--- src/rtl/nibble_serial_adder.sv ---
// Nibble-serial adder sequencer driving one external 4-bit adder slice.
// Adds two 4*NIBBLES-bit operands one nibble per clock and pulses done.
module nibble_serial_adder #(
   parameter int NIBBLES = 4
) (
   input  logic                   clk,
   input  logic                   rst,
   input  logic                   start,
   input  logic [4*NIBBLES-1:0]   a,
   input  logic [4*NIBBLES-1:0]   b,
   input  logic                   cin,
   output logic                   busy,
   output logic                   done,
   output logic [4*NIBBLES-1:0]   sum,
   output logic                   cout,
   output logic [3:0]             add_a,
   output logic [3:0]             add_b,
   output logic                   add_cin,
   input  logic [3:0]             add_sum,
   input  logic                   add_cout
);

   localparam int W  = 4 * NIBBLES;
   localparam int IW = (NIBBLES > 1) ? $clog2(NIBBLES) : 1;

   typedef enum logic {
      IDLE = 1'b0,
      RUN  = 1'b1
   } state_t;

   state_t          state_q, state_d;
   logic [W-1:0]    a_q, a_d;
   logic [W-1:0]    b_q, b_d;
   logic            carry_q, carry_d;
   logic [IW-1:0]   idx_q, idx_d;
   logic [W-1:0]    work_q, work_d;
   logic [W-1:0]    sum_q, sum_d;
   logic            cout_q, cout_d;
   logic            done_q, done_d;
   logic            last;

   assign last = (idx_q == IW'(NIBBLES - 1));

   // Present the current nibble pair and running carry to the slice
   always_comb begin
      add_a   = 4'h0;
      add_b   = 4'h0;
      add_cin = 1'b0;
      if (state_q == RUN) begin
         add_a   = a_q[4*idx_q +: 4];
         add_b   = b_q[4*idx_q +: 4];
         add_cin = carry_q;
      end
   end

   // Next-state logic: accept in IDLE, capture one nibble per RUN cycle
   always_comb begin
      state_d = state_q;
      a_d     = a_q;
      b_d     = b_q;
      carry_d = carry_q;
      idx_d   = idx_q;
      work_d  = work_q;
      sum_d   = sum_q;
      cout_d  = cout_q;
      done_d  = 1'b0;
      unique case (state_q)
         IDLE: begin
            if (start) begin
               a_d     = a;
               b_d     = b;
               carry_d = cin;
               idx_d   = '0;
               state_d = RUN;
            end
         end
         RUN: begin
            work_d[4*idx_q +: 4] = add_sum;
            carry_d = add_cout;
            if (last) begin
               sum_d   = work_d;
               cout_d  = add_cout;
               done_d  = 1'b1;
               idx_d   = '0;
               state_d = IDLE;
            end else begin
               idx_d = idx_q + IW'(1);
            end
         end
         default: state_d = IDLE;
      endcase
   end

   // State registers with synchronous reset; reset aborts any add in flight
   always_ff @(posedge clk) begin
      if (rst) begin
         state_q <= IDLE;
         a_q     <= '0;
         b_q     <= '0;
         carry_q <= 1'b0;
         idx_q   <= '0;
         work_q  <= '0;
         sum_q   <= '0;
         cout_q  <= 1'b0;
         done_q  <= 1'b0;
      end else begin
         state_q <= state_d;
         a_q     <= a_d;
         b_q     <= b_d;
         carry_q <= carry_d;
         idx_q   <= idx_d;
         work_q  <= work_d;
         sum_q   <= sum_d;
         cout_q  <= cout_d;
         done_q  <= done_d;
      end
   end

   assign busy = (state_q == RUN);
   assign done = done_q;
   assign sum  = sum_q;
   assign cout = cout_q;

endmodule

--- config.mk ---
export PLATFORM = sky130hd
export DESIGN_NAME = nibble_serial_adder
export DESIGN_NICKNAME = d
export VERILOG_FILES = /design/src/rtl/nibble_serial_adder.sv
export SDC_FILE = /design/constraint.sdc
export NUM_CORES = 1
export LEC_CHECK = 0
export CORE_ASPECT_RATIO = 1.1
export CORE_MARGIN = 5
export CORE_UTILIZATION = 46
export CTS_BUF_LIST = sky130_fd_sc_hd__clkbuf_2
export DETAILED_ROUTE_END_ITERATION = 8
export PLACE_DENSITY = 0.75
export SLEW_MARGIN = 20
export SYNTH_ARGS = -nofsm -noshare
export SYNTH_HDL_FRONTEND = slang
export SYNTH_SLANG_ARGS = --single-unit
--- constraint.sdc ---
create_clock -name clk -period 2.03 [get_ports clk]
set_input_delay 0.203 -clock clk [delete_from_list [all_inputs] [get_ports clk]]
set_output_delay 0.203 -clock clk [all_outputs]
set_load 0.02 [all_outputs]
==> results.toml, run 1 <==
[routing]
postRouteAntennaNets = 0
wl_um = 6742
post-route-drc-count = 0
vias = 2491
first_pass_iters = 4
viasPerCell = 5.300
dr.first_iter.drc_count = 132
routedWlPerCell_um = 14.34

[power_and_ir_drop]
p_switching_mw = 0.6860
p_seq_share_pct = 56.0
combPwrFrac_pct = 13.6
ir_drop_mv = 0.4631
p_int_mw = 1.892
power-per-cell-area_mw_per_mm2 = 663.1
power.leakage_nw = 1.512
switching_share_pct = 26.61
p_total_mw = 2.578
p_clk_share_pct = 30.3

[floorplanning]
core_area_mm2 = 0.006231
die_x_um = 86.68
die_area_mm2 = 0.008178
std_cell_rows = 30
die_y_um = 94.35
start_util_pct = 47.75
ios = 69

[setup_path]
crit_type = "reg -> out"
crit_chain = "buf_12 -> mux4_2 -> and2_4 -> buf_6"
slowest_delay_ps = 490
crit_required_ps = 1830
worstPathArrival_ps = 1800
startpoint_type = "flop"
crit_fanout = 6
critical_path_buf_inv_count = 2
crit_family = "multiplexers"
cp_slowest_cell = "mux4_2"
cp-end-kind = "primary output"

[logic_synthesis]
synth_nets = 362
synthArstFlopShare_pct = 0
synth_cell_types = 35
syn_inst = 315
synth_ff_type = "dfxtp_1"
seq_area_frac_synth_pct = 47.10
postSynthAreaPerCell_um2 = 9.446
ys_seq_elements = 70
synth_top_cell_by_area = "dfxtp_1"
ys_warn_count = 0
yosys-top-cells-area = "dfxtp_1 47%, nand2_1 9.6%, a21oi_1 5.7%"
syn_area_mm2 = 0.002975
synthDominantCellAreaShare_pct = 47.10
synth_edf_count = 0

[clock_network]
holdBufCountCts = 0
cts_max_level = 3
clk_pin_slew_worst_paths_ps = 200
cts_max_path_buffers = 2
cts_num_sinks = 70
cts_tree = "built"
cts_root_buf = "clkbuf_2"
numCtsBuffers = 9
insertion_delay_ps = 500

[sta]
setup_viol = 0
slew_violations = 0
hold_violations = 0
tightest_slew_ps = 453.1
max_slew_margin_pct = 69.79
fin_ws_ps = 22.91
min_period_over_period_pct = 98.87
fmax_mhz = 498.2
rsz0062_at_grt = "yes"
skew_ps = 18.06
period_minus_slack_ps = 2007

[finish]
regArea_mm2 = 0.001403
nets = 432
final_util_pct = 62.39
layout-drive-gt1-share_pct = 16.67
area_growth_syn_to_layout_pct = 30.66
layout_commonest_cell = "nand2_1"
nFillCells = 575
final_cell_mix = "76 x nand2_1, 69 x dfxtp_1, 57 x clkdlybuf4s50_1, 34 x a21oi_1, 16 x nor2_1"
insertedDiodeCount = 0
multi_input_area_mm2 = 0.001444

[flow_run]
max_cap_viol_count = 0

[place]
place.gp.congestion = 0.7798
place_ws_ps = 46.87
hpwl_um = 4745
portBuffers = 68

[grt]
grt_pass1_vias = 2421
grt_overflow = 0
antenna_found_initial = 0
grt.total_usage_pct = 17.43
grt_max_degree = 42
grt_pass1_wl_um = 11250

[status]
status = "finished clean"

[worst_hold_path]
hold_class = "in -> reg"
## worst register-to-register path, cell delays in order, from the launching register on
cell	delay (ps)
dfxtp_2	400
buf_6	120
buf_4	120
inv_1	80
ha_1	370
and4bb_2	320
and3_1	180
a221o_1	260
## sequential cells by signal, indices dropped and copies added (netlist names)
register	cells
work_q	16
b_q	16
idx_q	2
done	1
cout	1
busy	1
carry_q	1
sum	16
a_q	16
## metal layers
| metal | GRT usage [%] | wire [µm] | vias up |
|---|---|---|---|
| li1 | - | - | 1258 |
| met1 | 21.90 | 2950 | 1139 |
| met2 | 28.19 | 3165 | 85 |
| met3 | 5.148 | 510 | 9 |
| met4 | 6.623 | 116 | 0 |
| met5 | 0 | 0 | - |
## final cells by class
type / instances / area share, %
Multi-Input combinational cell: 220 / 37.14
Sequential cell: 70 / 36.08
Timing Repair Buffer: 82 / 21.11
Tap cell: 80 / 2.575
Clock inverter: 6 / 1.609
Clock buffer: 10 / 1.287
Inverter: 2 / 0.1931
## power groups by stage
stage / logic, mW / registers, mW / clock network [mW]
global placement: 0.338 / 1.47 / 0
CTS: 0.353 / 1.44 / 0.802
finish: 0.352 / 1.44 / 0.782
detailed placement: 0.343 / 1.47 / 0
global route: 0.388 / 1.45 / 0.859
floorplan: 0.186 / 1.47 / 0
## through the flow
| stage | TNS, ps | area (µm²) | hold WS (ps) | cells |
|---|---|---|---|---|
| after floorplan | 0 | 2975 | 313.2 | 315 |
| after global placement | 0 | 3739 | 439.1 | 453 |
| after detailed placement | 0 | 3739 | 443.5 | 453 |
| after CTS | -174.0 | 3880 | 130.5 | 470 |
| after global routing | -340.9 | 3887 | 144.7 | 470 |
| final | 0 | 3887 | 164.2 | 470 |
## synthesized netlist by cell type, types with 6 or more instances
cell,number
and3_1,12
nor2_1,16
and2_1,9
buf_2,8
a32oi_1,12
a221o_1,12
a21oi_1,34
mux4_2,6
nand2_1,76
dfxtp_1,70
ha_1,6
clkbuf_1,8
## path summary, 6_finish.rpt
path	start	to	slack [ps]	depth (start not counted)
worst min-delay path	rst	b_q[8]	160	3
worst max register to register	idx_q[0]	sum[12]	110	7
worst max-delay path	idx_q[0]	add_a[1]	20	4
worst min register to register	b_q[12]	b_q[12]	470	2
## kinds of logic after synthesis
logic type,synth area share (%)
muxes,7.023
adders and majority gates,2.523
and+or+nand+nor,21.66
AOI/OAI and AO/OA,16.82
DFF,47.10
buffers and inverters,4.878
## timing repair
item                       CTS  global route
pin swaps                    4             0
gates cloned                 0             0
resized for setup           57             5
setup buffers                1             0
setup endpoints to repair    9             9
Note: power is estimated with default switching activity, not from simulation.
==> run 2, diff against run 1 <==
CORE_MARGIN = unset   (was 5)
PLACE_DENSITY = 0.76   (was 0.75)
==> run 2 against run 1 <==
  * Sequential power about the same
  * Routed wire length decreased by 3.0%
  * Clock skew decreased by 1.8 ps
  * Worst setup slack got worse by 3.8 ps
  * Hold slack got worse by 38 ps
  * Fmax decreased by 0.19%
  * Die area decreased by 17%
  * First-iteration DRC count decreased by 2.3%
  * Register-to-register slack about the same
  * Via count increased by 1.6%
  * Final cell count increased by 0.64%
  * Count of clock-buffer cells in the layout decreased by 1
  * Largest cell class unchanged
  * Largest power group unchanged
  * Highest routed layer unchanged
==> results.toml, run 2 (synthesis results as in run 1) <==
[status]
status = "finished clean"

[routing]
dr.first_iter.drc_count = 129
postRouteAntennaNets = 0
vias = 2532
wl_um = 6542
post-route-drc-count = 0
viasPerCell = 5.353
first_pass_iters = 4
routedWlPerCell_um = 13.83

[sta]
slew_violations = 0
period_minus_slack_ps = 2011
setup_viol = 0
rsz0062_at_grt = "yes"
fin_ws_ps = 19.12
min_period_over_period_pct = 99.06
skew_ps = 16.29
tightest_slew_ps = 815.0
max_slew_margin_pct = 45.67
hold_violations = 0
fmax_mhz = 497.3

[worst_hold_path]
worstHoldStart = "rst"
hold_class = "in -> reg"

[place]
place_ws_ps = 23.70
hpwl_um = 4602
portBuffers = 68
place.gp.congestion = 0.7795

[floorplanning]
die_y_um = 86.35
core_area_mm2 = 0.006193
start_util_pct = 48.04
die_x_um = 78.68
std_cell_rows = 30
ios = 69
die_area_mm2 = 0.006794

[grt]
grt_pass1_vias = 2398
grt_pass1_wl_um = 10750
antenna_found_initial = 0
grt_max_degree = 35
grt_overflow = 0
grt.total_usage_pct = 20.49

[finish]
final_cell_mix = "76 x nand2_1, 67 x dfxtp_1, 57 x clkdlybuf4s50_1, 34 x a21oi_1, 16 x nor2_1"
nets = 435
area_growth_syn_to_layout_pct = 31.24
insertedDiodeCount = 0
layout_commonest_cell = "nand2_1"
layout-drive-gt1-share_pct = 18.07
final_util_pct = 63.05

[setup_path]
crit_required_ps = 1830
crit_fanout = 4
cp-end-kind = "primary output"
startpoint_type = "flop"
crit_type = "reg -> out"
worstPathArrival_ps = 1810
rr_startpoint = "idx_q[0]"
cp-startpoint = "idx_q[0]"

[clock_network]
numCtsBuffers = 9
cts_max_path_buffers = 2
cts_num_sinks = 70
insertion_delay_ps = 500
cts_tree = "built"
cts_max_level = 3
clk_pin_slew_worst_paths_ps = 200
holdBufCountCts = 0
cts_root_buf = "clkbuf_2"

[power_and_ir_drop]
power.leakage_nw = 1.507
power-per-cell-area_mw_per_mm2 = 625.1
p_total_mw = 2.441
ir_drop_mv = 0.3262

[flow_run]
max_cap_viol_count = 0
## run 2: report_power, final
| part | leakage (nW) | internal, mW | switching [mW] |
|---|---|---|---|
| sequential | 0.571 | 1.42 | 0.0283 |
| combinational | 0.875 | 0.187 | 0.166 |
| clock | 0.0612 | 0.152 | 0.486 |
## run 2: cell type report
cell class / count / area (µm²)
tap: 80 / 100.1
sequential: 70 / 1408
clock buffer: 9 / 45.04
timing repair buffer: 85 / 847.1
clock inverter: 7 / 41.29
fill: 554 / 2288
multi-input combinational: 220 / 1456
inverter: 2 / 7.507
## run 2: routing by layer
metal	global-route usage [%]	part of all wire [%]
met5	0	0
met3	4.000	5.0
met1	25.10	45
met2	33.75	49
met4	11.45	1.4
## run 2: final timing paths
path,to,slack (ps),cells past startpoint
setup reg to reg,sum[13],120,7
hold / removal,b_q[14],130,3
setup / recovery,add_a[0],20,4
hold reg to reg,b_q[11],470,2
## run 2: stage by stage
stage	hold WS (ps)	setup TNS [ps]	std cells	cell area, µm²
global route	78.91	-301.0	473	3905
floorplan	313.2	0	315	2975
global placement	439.9	0	455	3754
CTS	108.2	-2.739	472	3882
finish	126.5	0	473	3905
detailed placement	446.3	0	455	3754
## run 2: critical path, stage by stage, from the launching register on
cell,delay (ps)
dfxtp_4,410
buf_6,120
mux4_2,490
and2_4,160
buf_6,120
## run 2: what timing repair did
| item | CTS | global route |
|---|---|---|
| pin swaps | 8 | 0 |
| resized for setup | 66 | 2 |
| endpoints found under the setup margin | 11 | 9 |
| buffers inserted | 1 | 1 |
==> run 3, diff against run 2 <==
CORE_UTILIZATION = 51   (was 46)
PLACE_DENSITY = 0.8   (was 0.76)
clock period = 2.12 ns   (was 2.03 ns; I/O delays follow)
==> run 3 against run 2 <==
  * Sequential share of layout area increased by 1.2 points
  * Count of clock-buffer cells in the layout is 5 higher
  * Register-to-register slack gained 50 ps
  * Core utilization increased by 5.6 points
  * Non-clock buffer count down 5
  * Critical path depth unchanged
  * Total power decreased by 5.7%
  * Routed wire length down 0.93%
  * Largest power group unchanged
==> results.toml, run 3 (synthesis results as in run 1) <==
[status]
status = "finished clean"

[finish]
insertedDiodeCount = 0
area_growth_syn_to_layout_pct = 26.91
layout.cell_area.non_filler_mm2 = 0.003776
nFillCells = 476
layout-drive-gt1-share_pct = 14.18
nets = 430
final_cell_mix = "76 x nand2_1, 68 x dfxtp_1, 58 x clkdlybuf4s50_1, 34 x a21oi_1, 16 x nor2_1"
layout_commonest_cell = "nand2_1"

[flow_run]
max_cap_viol_count = 0

[place]
place_ws_ps = 68.94
dpl_cell_area_mm2 = 0.003697
place.gp.congestion = 0.7506
hpwl_um = 4531
portBuffers = 68

[setup_path]
worstPathArrival_ps = 1810
crit_required_ps = 1910
startpoint_type = "flop"
ff2ff_path_depth = 7
crit_type = "reg -> out"
cp-end-kind = "primary output"
crit_fanout = 6

[sta]
fin_ws_ps = 102.8
tightest_slew_ps = 811.1
max_slew_margin_pct = 45.93
hold_violations = 0
min_period_over_period_pct = 95.15
setup_viol = 0
fmax_mhz = 495.7
rsz0062_at_grt = "yes"
slew_violations = 0
setup_tns_ps = 0
skew_ps = 22.87
period_minus_slack_ps = 2017

[routing]
vias = 2523
postRouteAntennaNets = 0
viasPerCell = 5.449
first_pass_iters = 4
dr.first_iter.drc_count = 161
routedWlPerCell_um = 14.00
wl_um = 6481
post-route-drc-count = 0

[power_and_ir_drop]
power-per-cell-area_mw_per_mm2 = 609.5
p_total_mw = 2.301
p_switching_mw = 0.6035
p_int_mw = 1.698
ir_drop_mv = 0.4865
switching_share_pct = 26.22
combPwrFrac_pct = 13.9
p_seq_share_pct = 60.2
power.leakage_nw = 1.478
p_clk_share_pct = 26.0

[grt]
grt_pass1_vias = 2451
grt_pass1_wl_um = 10980
antenna_found_initial = 0
grt_max_degree = 38
grt_overflow = 0
grt.total_usage_pct = 23.82

[clock_network]
cts_root_buf = "clkbuf_2"
cts_tree = "built"
clk_pin_slew_worst_paths_ps = 160
cts_max_path_buffers = 2
cts_num_sinks = 70
insertion_delay_ps = 490
numCtsBuffers = 9
cts_max_level = 3

[floorplanning]
core_area_mm2 = 0.005500
die_x_um = 74.83
start_util_pct = 54.09
ios = 69
die_area_mm2 = 0.006144
std_cell_rows = 28
die_y_um = 82.11

[worst_hold_path]
holdPathStages = 3
hold_class = "in -> reg"
-- run 3: cell count changes in the layout (fill, tap and decap cells not counted), moves of 2 or more --
cell and change:
buf_6 -11, and2_1 +8, and2_4 -8, buf_2 +8, clkbuf_2 +5, clkinv_2 -4
buf_4 -3, dlygate4sd2_1 -2
-- run 3: what timing repair did --
item / CTS / global route
setup buffers: 1 / 0
hold buffers: 0 / 0
gates cloned: 0 / 1
endpoints found under the setup margin: 9 / 3
resized for setup: 35 / 5
-- run 3: power groups by stage --
stage	registers, mW	logic [mW]	clock network (mW)
2_1_floorplan	1.41	0.178	0
3_3_place_gp	1.41	0.310	0
3_5_place_dp	1.41	0.315	0
4_1_cts	1.38	0.314	0.618
5_1_grt	1.39	0.354	0.671
6_report	1.38	0.319	0.597
-- run 3: final cells by class --
cell class                 count  area, µm²  share of cell area (%)
clock buffer                  14      70.07                   1.856
clock inverter                 2      8.758                  0.2319
inverter                       2      7.507                  0.1988
multi-input combinational    220       1424                   37.71
sequential                    70       1406                   37.24
tap                           75      93.84                   2.485
timing repair buffer          80      765.7                   20.28
-- run 3: worst paths after layout --
kind	slack (ps)	end	start
worst max-delay path	100	add_b[0]	idx_q[0]
worst max register to register	170	sum[15]	idx_q[0]
worst min-delay path	180	busy	rst
worst min register to register	470	a_q[6]	a_q[6]
-- run 3: per-layer routing --
metal | track usage (%) | part of all wire, %
met1 | 27.79 | 43
met2 | 41.35 | 51
met3 | 4.733 | 4.6
met4 | 11.89 | 1.7
met5 | 0 | 0
-- run 3: stage by stage --
stage | hold slack, ps | utilization [%] | cells
5_1_grt | 175.8 | 68.65 | 463
3_3_place_gp | 438.9 | 67.22 | 445
3_5_place_dp | 442.6 | 67.22 | 445
4_1_cts | 128.0 | 68.18 | 462
6_report | 177.6 | 68.65 | 463
2_1_floorplan | 322.2 | - | 315
-- run 3: worst max-delay path: stages, from the launching register on --
cell	delay (ps)
dfxtp_4	400
clkbuf_16	140
mux4_2	490
and2_1	160
buf_2	150
